$ cat src/rtl/tap_route_pkg.sv
// Shared types for the tap_route TAP controller: the 16-state encoding seen on the observation pads.
package tap_route_pkg;

   localparam int TAP_STATES = 16;

   typedef enum logic [3:0] {
      TLR      = 4'h0,
      RTI      = 4'h1,
      SEL_DR   = 4'h2,
      CAP_DR   = 4'h3,
      SH_DR    = 4'h4,
      EX1_DR   = 4'h5,
      PAUSE_DR = 4'h6,
      EX2_DR   = 4'h7,
      UPD_DR   = 4'h8,
      SEL_IR   = 4'h9,
      CAP_IR   = 4'hA,
      SH_IR    = 4'hB,
      EX1_IR   = 4'hC,
      PAUSE_IR = 4'hD,
      EX2_IR   = 4'hE,
      UPD_IR   = 4'hF
   } tap_state_t;

endpackage

$ cat src/rtl/tap_route_pulse_capture.sv
// TMS pulse-to-level capture flop, used only when TAP_ROUTE_PULSE_TMS_EN is defined.
module tap_pulse_capture (
   input  logic clk,
   input  logic rst,
   input  logic tms,
   output logic tms_level
);

   // Any high pulse sets the flop; the clock edge that consumes it clears it, unless TMS is still high.
   always_ff @(posedge clk or posedge rst or posedge tms) begin
      if (rst) begin
         tms_level <= 1'b0;
      end else if (tms) begin
         tms_level <= 1'b1;
      end else begin
         tms_level <= 1'b0;
      end
   end

endmodule

$ cat src/rtl/tap_route.sv
// IEEE 1149.1 TAP state machine with the state code on four pads.
// Define TAP_ROUTE_PULSE_TMS_EN to treat TMS_Pad as pulse-encoded instead of a sampled level.
module tap_route
   import tap_route_pkg::*;
#(
   parameter logic [3:0] RST_STATE = 4'h0
) (
   input  logic GCLK_Pad,
   input  logic TRST_Pad,
   input  logic TMS_Pad,
   output logic state_obs0_Pad,
   output logic state_obs1_Pad,
   output logic state_obs2_Pad,
   output logic state_obs3_Pad
);

   tap_state_t state;
   tap_state_t next_state;
   logic       tms_eff;

`ifdef TAP_ROUTE_PULSE_TMS_EN
   tap_pulse_capture u_capture (
      .clk       (GCLK_Pad),
      .rst       (TRST_Pad),
      .tms       (TMS_Pad),
      .tms_level (tms_eff)
   );
`else
   assign tms_eff = TMS_Pad;
`endif

   always_comb begin
      next_state = TLR;
      case (state)
         TLR:      next_state = tms_eff ? TLR      : RTI;
         RTI:      next_state = tms_eff ? SEL_DR   : RTI;
         SEL_DR:   next_state = tms_eff ? SEL_IR   : CAP_DR;
         CAP_DR:   next_state = tms_eff ? EX1_DR   : SH_DR;
         SH_DR:    next_state = tms_eff ? EX1_DR   : SH_DR;
         EX1_DR:   next_state = tms_eff ? UPD_DR   : PAUSE_DR;
         PAUSE_DR: next_state = tms_eff ? EX2_DR   : PAUSE_DR;
         EX2_DR:   next_state = tms_eff ? UPD_DR   : SH_DR;
         UPD_DR:   next_state = tms_eff ? SEL_DR   : RTI;
         SEL_IR:   next_state = tms_eff ? TLR      : CAP_IR;
         CAP_IR:   next_state = tms_eff ? EX1_IR   : SH_IR;
         SH_IR:    next_state = tms_eff ? EX1_IR   : SH_IR;
         EX1_IR:   next_state = tms_eff ? UPD_IR   : PAUSE_IR;
         PAUSE_IR: next_state = tms_eff ? EX2_IR   : PAUSE_IR;
         EX2_IR:   next_state = tms_eff ? UPD_IR   : SH_IR;
         UPD_IR:   next_state = tms_eff ? SEL_DR   : RTI;
         default:  next_state = TLR;
      endcase
   end

   always_ff @(posedge GCLK_Pad or posedge TRST_Pad) begin
      if (TRST_Pad) begin
         state <= tap_state_t'(RST_STATE);
      end else begin
         state <= next_state;
      end
   end

   // Pads come straight off the state flops so nothing combinational reaches them from TMS.
   assign state_obs0_Pad = state[0];
   assign state_obs1_Pad = state[1];
   assign state_obs2_Pad = state[2];
   assign state_obs3_Pad = state[3];

endmodule

$ cat config.mk
export PLATFORM = sky130hd
export DESIGN_NAME = tap_route
export DESIGN_NICKNAME = d
export VERILOG_FILES = /design/src/rtl/tap_route_pkg.sv /design/src/rtl/tap_route_pulse_capture.sv /design/src/rtl/tap_route.sv
export SDC_FILE = /design/constraint.sdc
export NUM_CORES = 1
export LEC_CHECK = 0
export CORE_AREA = 4 4 41 43
export CTS_BUF_LIST = sky130_fd_sc_hd__clkbuf_16
export CTS_CLUSTER_DIAMETER = 50
export DETAILED_ROUTE_END_ITERATION = 6
export DIE_AREA = 0 0 45 47
export RECOVER_POWER = 50
export SLEW_MARGIN = 15
export SYNTH_ARGS = -nofsm -noshare
export SYNTH_HDL_FRONTEND = slang
export SYNTH_SLANG_ARGS = --single-unit
export TNS_END_PERCENT = 30
$ cat constraint.sdc
create_clock -name GCLK_Pad -period 1.4 [get_ports GCLK_Pad]
set_clock_uncertainty 0.15 [all_clocks]
set_input_delay 0.14 -clock GCLK_Pad [delete_from_list [all_inputs] [get_ports GCLK_Pad]]
set_output_delay 0.14 -clock GCLK_Pad [all_outputs]
set_load 0.05 [all_outputs]
==> results of run 1 <==
[layout make-up]
cell class | instances | area (um2)
Tap cell | 15 | 18.8
Sequential cell | 4 | 104
Fill cell | 131 | 776
Multi-Input combinational cell | 28 | 176
Clock buffer | 3 | 75.1
Timing Repair Buffer | 12 | 148
Inverter | 1 | 3.75
[timing repair]
| item | CTS | global route |
|---|---|---|
| setup endpoints to repair | 0 | 0 |
| hold buffers | 1 | 0 |
| endpoints found under the hold margin | 4 | 0 |
[cell families after synthesis]
group / count (synthesis) / share of synthesized area, %
flops: 4 / 32.0
xor+xnor: 1 / 2.80
buf+inv: 6 / 11.6
simple gates: 15 / 27.6
compound gates: 12 / 26.0
[worst max path at each step]
| stage | slack (ns) | from | end | cells past startpoint |
|---|---|---|---|---|
| finish | 0.08 | TMS_Pad | state[1]$_DFF_PP0_ | 5 |
| global route | 0.03 | state[2]$_DFF_PP0_ | state[1]$_DFF_PP0_ | 3 |
| CTS | 0.08 | TMS_Pad | state[1]$_DFF_PP0_ | 5 |
| detailed placement | -0.15 | TMS_Pad | state[1]$_DFF_PP0_ | 5 |
| global placement | -0.16 | TMS_Pad | state[1]$_DFF_PP0_ | 5 |
| floorplan | -0.06 | state[2]$_DFF_PP0_ | state[1]$_DFF_PP0_ | 4 |
[per-stage QoR]
stage	worst slack [ns]	std cells	setup TNS (ns)	power, mW	cell area, um2
2_1_floorplan	-0.0643	38	-0.0643	0.754	318
5_1_grt	0.0250	63	0	1.58	526
4_1_cts	0.0805	63	0	1.52	527
3_5_place_dp	-0.150	59	-0.386	1.07	442
6_report	0.0796	63	0	1.49	526
3_3_place_gp	-0.156	59	-0.355	1.07	442
[metal layers]
metal | routed length (um) | track usage (%) | vias to the layer above
met2 | 316 | 11.0 | 5
li1 | - | - | 159
met4 | 0 | 5.26 | 0
met5 | 0 | 0 | -
met3 | 34 | 2.30 | 0
met1 | 290 | 9.13 | 142
[synthesized netlist by cell type, types with 2 or more instances]
cell / instances / area [um2]
a211o_1: 2 / 17.5
a21oi_1: 2 / 10.0
buf_2: 2 / 10.0
dfrtp_1: 4 / 100
nand2b_1: 2 / 12.5
nand3_1: 3 / 15.0
nor2b_1: 2 / 12.5
o21ai_0: 3 / 15.0
[power by group through the flow]
| stage | logic [mW] | clock network (mW) | registers [mW] |
|---|---|---|---|
| final | 0.714 | 0.434 | 0.346 |
| after global routing | 0.763 | 0.454 | 0.366 |
| after CTS | 0.722 | 0.442 | 0.351 |
| after detailed placement | 0.718 | 0 | 0.350 |
| after global placement | 0.714 | 0 | 0.352 |
| after floorplan | 0.345 | 0 | 0.409 |
==> summary.txt, run 1 <==
initial antenna violation count = 0
fin crit period = 1.32 ns
Slew @ Worst Pin = 0.342 ns
Die X = 45 um
Reg-to-Reg Start = state[2]$_DFF_PP0_
Final Hold Viols = 0
Reg-to-Reg End = state[1]$_DFF_PP0_
CP max stage delay = 0.45 ns
fraction of layout cells with a size suffix above 1 = 33.3%
antenna cells = 0
ANT nets after route = 0
NetSw = 568 uW
reg2reg path depth = 3
cell count after synthesis = 38
number of H-tree levels = 1
final RePlAce weighted congestion = 0.732
sequential group share of total power = 23.2%
starting density of the core = 24.0%
CTS tree = yes
result of the run = finished, final reports clean
Clk pwr share = 29.1%
layout overhead on the synthesized area = 68.0%
Max Cap Viol = 0
Worst-Skew Late Latency = 0.22 ns
HP Start = state[2]$_DFF_PP0_
synth unique cells = 26
final hold slack = 0.491 ns
commonest non-fill, non-tap cell in the layout = buf_4
synthesized area per cell = 8.23 um2
Min-Delay Endpoint = state[3]$_DFF_PP0_
Die Y = 47 um
Synth Net Count = 41
Ys Warns = 0
hold crit path type = reg2reg
initial DRC count = 4
internal power = 927 uW
peak supply drop = 1160 uV
critical-path cell with the highest stage delay = clkdlybuf4s50_1
part of the power in combinational logic = 47.8%
total number of vias = 306
cell family with most CP delay = buffers and inverters
max-slew violation count = 0
DRC viols = 0
Num CTS Buffers = 3
GRT Total Usage = 7.44%
worst path buffer plus inverter count = 2
final setup violating endpoints = 0
PD cells = 2840 mW/mm2
WL per Instance = 10.2 um
FP Rows = 13
Max-slew headroom = 77.2%
critical path endpoint category = register
largest net degree at the start of global routing = 13
Setup CP Type = in2reg
Critical Path AT = 1.27 ns
RSZ-0062 raised after global routing = false
total wire length = 641 um
largest registers = state (4)
first-pass GRT wire length = 1140 um
Post-CTS Setup Inserts = 0
drt via density = 4.86
CTS resizes = 0
Remaining Overflow, GRT = 0
R2R Setup Slk = 0.09 ns
fmax = 0.757 GHz
sequential area share after synthesis = 32.0%
clock sink count = 4
Final period util = 94.3%
max reg flops = 4
clk slew on worst S/H paths = 0.03 ns
drt first pass iters = 2
number of port buffers = 6
I/O pin count = 7
root buf cell = clkbuf_16
commonest non-fill, non-tap cells in the layout = 5 x buf_4, 4 x buf_12
Min-Delay Path Depth = 1
peak fanout along the critical path = 10
Core Util, Final = 40.4%
number of global-route vias before repair = 277
Sw Share = 38.0%
Data required, critical path = 1.35 ns
Top reg by flops = state
fin nets = 53
die area = 0.00212 mm2
Leak = 0.219 nW
DPL Wire Length = 458 um
CP Cell Sequence = clkdlybuf4s50_1, buf_4, nand2b_1, o32ai_1, a211o_1
startpoint types = input pin
synthesized area = 313 um2
Placeable Area = 0.00130 mm2
#FFs+latches synth = 4
clk buf depth = 2
number of enable flip-flop cells after synthesis = 0
share of flip-flops with an asynchronous set or reset = 100%
Post-synth top flop = dfrtp_1
Power figures use the tool's default switching activity.
==> inputs of run 2 (changes only) <==
--- a/config.mk
+++ b/config.mk
@@ -11,8 +11,10 @@
 export DETAILED_ROUTE_END_ITERATION = 6
 export DIE_AREA = 0 0 45 47
 export RECOVER_POWER = 50
+export SKIP_LAST_GASP = 1
 export SLEW_MARGIN = 15
 export SYNTH_ARGS = -nofsm -noshare
 export SYNTH_HDL_FRONTEND = slang
+export SYNTH_HIERARCHICAL = 1
 export SYNTH_SLANG_ARGS = --single-unit
 export TNS_END_PERCENT = 30
==> results of run 2 <==
Same layout as run 1: the final DEF is identical, and so are final timing and power.
Among the figures that moved: Yosys warning count 0 -> 6
